### src/rtl/mmio_bridge_pkg.sv
// Shared types for the MMIO bridge read path: scheduler state, read sideband and flush data.
package mmio_bridge_pkg;

  typedef enum logic [1:0] {
    StIdle,
    StIssue,
    StFlush
  } mmio_rd_state_e;

  // Completion sideband; the Tx tag tracker stores the same record.
  typedef struct packed {
    logic [9:0]  tag;
    logic [13:0] length;
    logic [15:0] req_id;
    logic [23:0] low_addr;
  } mmio_rd_sb_t;

  localparam int unsigned MmioFlushMaxWidth = 1024;
  localparam logic [MmioFlushMaxWidth-1:0] MMIO_FLUSH_DATA = '1;

endpackage

### src/rtl/mmio_rd_credit_ctr.sv
// Outstanding-read counter; saturates at MaxCount and at zero, exposes next value and flags.
module mmio_rd_credit_ctr #(
  parameter int unsigned MaxCount = 64,
  parameter int unsigned CntW     = $clog2(MaxCount + 1)
) (
  input  logic            clk_i,
  input  logic            rst_ni,
  input  logic            inc_i,
  input  logic            dec_i,
  output logic [CntW-1:0] count_o,
  output logic [CntW-1:0] count_next_o,
  output logic            full_next_o,
  output logic            empty_o
);

  localparam logic [CntW-1:0] MaxVal = CntW'(MaxCount);

  logic [CntW-1:0] count_q, count_d;
  logic            full, do_inc, do_dec;

  assign full    = (count_q == MaxVal);
  assign empty_o = (count_q == '0);
  // A simultaneous inc/dec is a no-op, so it is allowed even at the rails.
  assign do_inc  = inc_i && !(full && !dec_i);
  assign do_dec  = dec_i && !(empty_o && !inc_i);

  always_comb begin
    count_d = count_q;
    case ({do_inc, do_dec})
      2'b10:   count_d = count_q + CntW'(1);
      2'b01:   count_d = count_q - CntW'(1);
      default: count_d = count_q;
    endcase
  end

  always_ff @(posedge clk_i or negedge rst_ni) begin
    if (!rst_ni) begin
      count_q <= '0;
    end else begin
      count_q <= count_d;
    end
  end

  assign count_o      = count_q;
  assign count_next_o = count_d;
  assign full_next_o  = (count_d == MaxVal);

endmodule

### src/rtl/mmio_rd_scheduler.sv
// Issues one AVMM read at a time, caps reads in flight, strobes the completion sideband on
// acceptance and flushes all-ones completions when responses stop arriving.
module mmio_rd_scheduler
  import mmio_bridge_pkg::*;
#(
  parameter int unsigned AVMM_ADDR_WIDTH = 18,
  parameter int unsigned AVMM_DATA_WIDTH = 64,
  parameter int unsigned MAX_OUTSTANDING = 64,
  parameter int unsigned TIMEOUT_CYCLES  = 4096,
  parameter int unsigned CNT_W           = $clog2(MAX_OUTSTANDING + 1)
) (
  input  logic                       clk_i,
  input  logic                       rst_ni,
  input  logic                       req_valid_i,
  output logic                       req_ready_o,
  input  logic [AVMM_ADDR_WIDTH-1:0] req_addr_i,
  input  logic [9:0]                 req_tag_i,
  input  logic [13:0]                req_length_i,
  input  logic [15:0]                req_req_id_i,
  input  logic [23:0]                req_low_addr_i,
  output logic                       avmm_m2s_read_o,
  output logic [AVMM_ADDR_WIDTH-1:0] avmm_m2s_address_o,
  input  logic                       avmm_m2s_waitrequest_i,
  input  logic                       avmm_s2m_readdatavalid_i,
  input  logic [AVMM_DATA_WIDTH-1:0] avmm_s2m_readdata_i,
  output logic                       tlp_rd_strb_o,
  output logic [9:0]                 tlp_rd_tag_o,
  output logic [13:0]                tlp_rd_length_o,
  output logic [15:0]                tlp_rd_req_id_o,
  output logic [23:0]                tlp_rd_low_addr_o,
  output logic                       cpl_readdatavalid_o,
  output logic [AVMM_DATA_WIDTH-1:0] cpl_readdata_o,
  output logic [CNT_W-1:0]           outstanding_o,
  output logic                       timeout_err_o,
  input  logic                       clr_err_i
);

  localparam int unsigned TimerW = $clog2(TIMEOUT_CYCLES);
  localparam logic [TimerW-1:0] TimerMax = TimerW'(TIMEOUT_CYCLES - 1);
  localparam logic [AVMM_DATA_WIDTH-1:0] FlushData = MMIO_FLUSH_DATA[AVMM_DATA_WIDTH-1:0];

  mmio_rd_state_e             state_q;
  logic                       ready_q, read_q, strb_q, cpl_valid_q, err_q;
  logic [AVMM_ADDR_WIDTH-1:0] addr_q;
  mmio_rd_sb_t                sb_hold_q, sb_out_q;
  logic [AVMM_DATA_WIDTH-1:0] cpl_data_q;
  logic [TimerW-1:0]          timer_q;

  logic [CNT_W-1:0] cnt_q, cnt_next;
  logic             full_next, empty;
  logic             hs, accept, rsp_real, rsp_flush, cpl_valid_d;
  logic             timer_clear, fire;

  assign hs          = ready_q && req_valid_i;
  assign accept      = read_q && !avmm_m2s_waitrequest_i;
  // Responses with nothing in flight cannot belong to any tag, so they are dropped.
  assign rsp_real    = (state_q != StFlush) && avmm_s2m_readdatavalid_i && !empty;
  assign rsp_flush   = (state_q == StFlush) && !empty;
  assign cpl_valid_d = rsp_real || rsp_flush;

  assign timer_clear = (state_q == StFlush) || empty || avmm_s2m_readdatavalid_i;
  // A handshake or acceptance this cycle defers the timeout by holding the timer at its max.
  assign fire        = !timer_clear && (timer_q == TimerMax) && !hs && !accept;

  mmio_rd_credit_ctr #(
    .MaxCount (MAX_OUTSTANDING),
    .CntW     (CNT_W)
  ) u_credit_ctr (
    .clk_i        (clk_i),
    .rst_ni       (rst_ni),
    .inc_i        (accept),
    .dec_i        (cpl_valid_d),
    .count_o      (cnt_q),
    .count_next_o (cnt_next),
    .full_next_o  (full_next),
    .empty_o      (empty)
  );

  always_ff @(posedge clk_i or negedge rst_ni) begin
    if (!rst_ni) begin
      state_q     <= StIdle;
      ready_q     <= 1'b0;
      read_q      <= 1'b0;
      addr_q      <= '0;
      sb_hold_q   <= '0;
      sb_out_q    <= '0;
      strb_q      <= 1'b0;
      cpl_valid_q <= 1'b0;
      cpl_data_q  <= '0;
      timer_q     <= '0;
      err_q       <= 1'b0;
    end else begin
      strb_q <= accept;
      if (accept) sb_out_q <= sb_hold_q;

      cpl_valid_q <= cpl_valid_d;
      if (cpl_valid_d) cpl_data_q <= rsp_flush ? FlushData : avmm_s2m_readdata_i;

      if (timer_clear || fire) begin
        timer_q <= '0;
      end else if (timer_q != TimerMax) begin
        timer_q <= timer_q + TimerW'(1);
      end

      if (fire) begin
        err_q <= 1'b1;
      end else if (clr_err_i) begin
        err_q <= 1'b0;
      end

      case (state_q)
        StIdle: begin
          if (hs) begin
            addr_q    <= req_addr_i;
            sb_hold_q <= '{tag: req_tag_i, length: req_length_i,
                           req_id: req_req_id_i, low_addr: req_low_addr_i};
            read_q    <= 1'b1;
            ready_q   <= 1'b0;
            state_q   <= StIssue;
          end else if (fire) begin
            ready_q <= 1'b0;
            state_q <= StFlush;
          end else begin
            ready_q <= !full_next;
          end
        end
        StIssue: begin
          if (accept) begin
            read_q  <= 1'b0;
            ready_q <= !full_next;
            state_q <= StIdle;
          end else if (fire) begin
            read_q  <= 1'b0;
            state_q <= StFlush;
          end
        end
        StFlush: begin
          if (cnt_next == '0) begin
            ready_q <= 1'b1;
            state_q <= StIdle;
          end
        end
        default: begin
          read_q  <= 1'b0;
          ready_q <= 1'b0;
          state_q <= StIdle;
        end
      endcase
    end
  end

  assign req_ready_o         = ready_q;
  assign avmm_m2s_read_o     = read_q;
  assign avmm_m2s_address_o  = addr_q;
  assign tlp_rd_strb_o       = strb_q;
  assign tlp_rd_tag_o        = sb_out_q.tag;
  assign tlp_rd_length_o     = sb_out_q.length;
  assign tlp_rd_req_id_o     = sb_out_q.req_id;
  assign tlp_rd_low_addr_o   = sb_out_q.low_addr;
  assign cpl_readdatavalid_o = cpl_valid_q;
  assign cpl_readdata_o      = cpl_data_q;
  assign outstanding_o       = cnt_q;
  assign timeout_err_o       = err_q;

endmodule

### config.mk
export PLATFORM = sky130hd
export DESIGN_NAME = mmio_rd_scheduler
export DESIGN_NICKNAME = d
export VERILOG_FILES = /design/src/rtl/mmio_bridge_pkg.sv /design/src/rtl/mmio_rd_credit_ctr.sv /design/src/rtl/mmio_rd_scheduler.sv
export SDC_FILE = /design/constraint.sdc
export NUM_CORES = 1
export LEC_CHECK = 0
export CAP_MARGIN = 20
export CORE_ASPECT_RATIO = 1.1
export CORE_MARGIN = 5
export CORE_UTILIZATION = 35
export DETAILED_ROUTE_END_ITERATION = 10
export PLACE_DENSITY = 0.65
export SLEW_MARGIN = 20
export SYNTH_ARGS = -nofsm -noshare
export SYNTH_HDL_FRONTEND = slang
export SYNTH_SLANG_ARGS = --single-unit
### constraint.sdc
create_clock -name clk_i -period 4 [get_ports clk_i]
set_clock_uncertainty 0.1 [all_clocks]
set_input_delay 1 -clock clk_i [delete_from_list [all_inputs] [get_ports clk_i]]
set_output_delay 1 -clock clk_i [all_outputs]
set_load 0.01 [all_outputs]
==> summary.md <==
| Metric | Value |
|---|---|
| Grt ovf | `0` |
| Register area share after synthesis | `62.1%` |
| LEAKAGE | `approximately 6.1 nW` |
| CTS tree | `built` |
| Max Fclk | `0.269 GHz` |
| Clock Path Buffers | `3` |
| Root Buffer | `clkbuf_16` |
| H-tree levels | `1` |
| Clock Latency Late Sink | `0.52 ns` |
| R2R Path Start | `u_credit_ctr.count_o[1]` |
| Drt pass-1 iters | `4` |
| Synth unique cells | `48` |
| WHS | `0.359 ns` |
| Worst setup path start | `u_credit_ctr.count_o[1]` |
| Critical Path Source Type | `register` |
| Final #Nets | `1356` |
| Worst Path Required | `roughly 4.3 ns` |
| First-pass GRT wire length | `41.5 mm` |
| DR WL met2 | `11.5 mm` |
| # diodes | `0` |
| RSZ-0062 raised after global routing | `no` |
| WL met3 | `2.83 mm` |
| Number of gates resized after CTS | `0` |
| Clock sink count | `around 240` |
| Final Hold Vio Count | `0` |
| Post CTS Setup Buffer Count | `0` |
| Remaining DRCs | `0` |
| Ys Warns | `0` |
| Final Cycle Share | `92.9%` |
| Final max-slew violation count | `0` |
| Initial core utilization | `between 30% and 40%` |
| Critical path capture point type | `register` |
| Slew headroom | `~46%` |
| Tot GR Track Use | `around 16%` |
| Total core area | `approximately 27000 um^2` |
| Crit path time final | `3.71 ns` |
| Mapped Area | `9510 um^2` |
| HP Start | `sb_hold_q[27]` |
| DRT Wirelength | `between 20 and 30 mm` |
| Vias in the first global route | `around 7700` |
| Primary FF master, synth | `dfrtp_1` |
| M1 WL | `10.7 mm` |
| Setup violators final | `0` |
| Layout cell share with drive strength beyond 1 | `about 13%` |
| CP arrival | `4.01 ns` |
| Fin area | `13900 um^2` |
| Crit Path Max Fanout | `18` |
| Dpl hpwl | `17.4 mm` |
| Seq cells post-synth | `236` |
| Synth-to-layout area growth | `45.9%` |
| Vias post-DR | `about 7300` |
| Mean Syn Cell Area | `approximately 11 um^2` |
| # rows | `63` |
| Vias per cell | `4.65` |
| Input/output buffers | `just over 300` |
| Post-synth EDFFs | `0` |
| Largest net degree at the start of global routing | `130` |
| Syn_nets | `between 1000 and 1500` |
| Outcome | `complete, no violations` |
| Vert. Die Dim | `183 um` |
| Pwr/cell area | `671 nW/um^2` |
| Maximum Capacitance Violations | `0` |
| Cells after Synth | `between 800 and 900` |
| CTS clk-pin slew, worst paths | `0.06 ns` |
| Routability Congestion | `0.838` |
| Die W | `167 um` |
| VDD IR max | `430 uV` |
| CTS Hold Buffers Added | `0` |
| Number of routed nets with antenna violations | `0` |
| Overall die area | `30600 um^2` |
| Worst hold path type | `register to register` |
| # IOs | `310` |
| Worst-margin pin slew | `0.810 ns` |
| Async set or reset register ratio after synthesis | `100%` |
| Initial antenna violation count | `1` |
| Critical path class | `register to register` |
| Iteration-0 DRC Markers | `407` |
| Dpl cell area | `13000 um^2` |
| WL/cell | `around 16 um` |
| CTS Buf Count | `26` |
| Top sig layer | `met5` |
[path summary, 6_finish.rpt]
kind / slack [ns] / cells past startpoint / end
max: 0.29 / 13 / state_q[1]
min: 0.36 / 2 / tlp_rd_req_id_o[3]
max reg2reg: 0.29 / 13 / state_q[1]
min reg2reg: 0.36 / 2 / tlp_rd_req_id_o[3]
max in group asynchronous: 2.59 / 2 / tlp_rd_length_o[2]
min in group asynchronous: 0.38 / 1 / cpl_readdata_o[52]
[logic make-up after synthesis]
family	after synthesis	share of synthesized area (%)
AO/OA/AOI/OAI	92	5.74
multiplexers	87	10.3
buffers and inverters	62	2.93
flip-flops	236	62.1
XOR/XNOR	15	1.46
AND/OR/NAND/NOR	400	17.0
adder cells (fa/ha/maj)	4	0.526
[cell type report]
cell class | count | area, um^2
Clock buffer | 42 | 792
Timing Repair Buffer | 329 | 3290
Tap cell | 357 | 447
Inverter | 9 | 33.8
Clock inverter | 6 | 55.1
Sequential cell | 236 | 5910
Multi-Input combinational cell | 598 | 3350
Fill cell | 2424 | 13000
[Yosys cell counts (2+ instances only)]
master    number  area (um^2)
a211oi_1       2         15.0
a21oi_1        7         35.0
a32oi_1        2         17.5
and4_1         2         17.5
buf_1          3         11.3
buf_2          6         30.0
buf_4          7         52.6
clkbuf_1      32          120
clkbuf_2       4         20.0
dfrtp_1      236         5910
ha_1           4         50.1
inv_1          9         33.8
mux2_2        83          935
mux2i_1        4         40.0
nand2_1      268         1010
nand2b_1       6         37.5
nand3_1        8         40.0
nand4_1        4         25.0
nor2_1        89          334
nor2b_1        3         18.8
nor3_1         7         35.0
nor3b_1        3         22.5
o21ai_0       70          350
xnor2_1        5         43.8
xor2_1         9         78.8
[routing by layer]
layer,track usage (%),vias up
met5,0,-
met4,4.22,2
met3,7.01,41
met2,26.3,271
met1,20.5,3486
li1,-,3527
[layout by cell type (no fill, tap or decap), types with 2 or more instances in the layout]
master           count
inv_1                8
nand2b_1             5
xor2_1               9
xnor2_1              5
nand2_1            268
a21oi_1              7
dfrtp_1            236
clkinv_2             5
nor2b_1              2
clkbuf_1             9
clkbuf_8             6
and4_1               2
a211oi_1             2
mux2i_1              4
nand3_1              8
buf_12               3
a32oi_1              2
o21ai_0             70
nor3b_1              2
nand4_1              4
clkdlybuf4s50_1    308
mux2_2              83
nor2_1              89
ha_1                 4
clkbuf_16           27
nor3_1               6
buf_4               16
[registers in the layout, summed over array words and instances (netlist names), 10 cells and up]
register,count
tlp_rd_tag_o,10
tlp_rd_low_addr_o,24
cpl_readdata_o,64
avmm_m2s_address_o,18
sb_hold_q,64
timer_q,12
tlp_rd_length_o,14
tlp_rd_req_id_o,16
[power by group]
group          switching [mW]  internal, mW
registers               0.505          3.25
logic                    1.39          1.81
clock network           0.941          1.41
[worst max-delay path: stages (launching register included)]
cell	delay, ns
dfrtp_1	0.47
or4_4	0.62
nor4_1	0.30
or2_4	0.19
inv_1	0.05
ha_1	0.21
buf_4	0.20
or3b_1	0.40
a211oi_1	0.23
a21oi_1	0.06
and4b_1	0.22
nand4b_1	0.24
o21ai_0	0.20
o21ai_0	0.10
[through the flow]
step / instances / power [mW] / setup slack, ns / util, % / setup TNS (ns)
after detailed placement: 1529 / 7.05 / -0.125 / 48.4 / -0.234
final: 1577 / 9.31 / 0.286 / 51.6 / 0
after floorplan: 896 / 5.32 / 0.0374 / - / 0
after global placement: 1529 / 6.97 / -0.0214 / 48.4 / -0.0289
after CTS: 1577 / 9.47 / 0.317 / 51.6 / 0
after global routing: 1577 / 9.94 / 0.0889 / 51.6 / 0
Power figures use the tool's default switching activity.
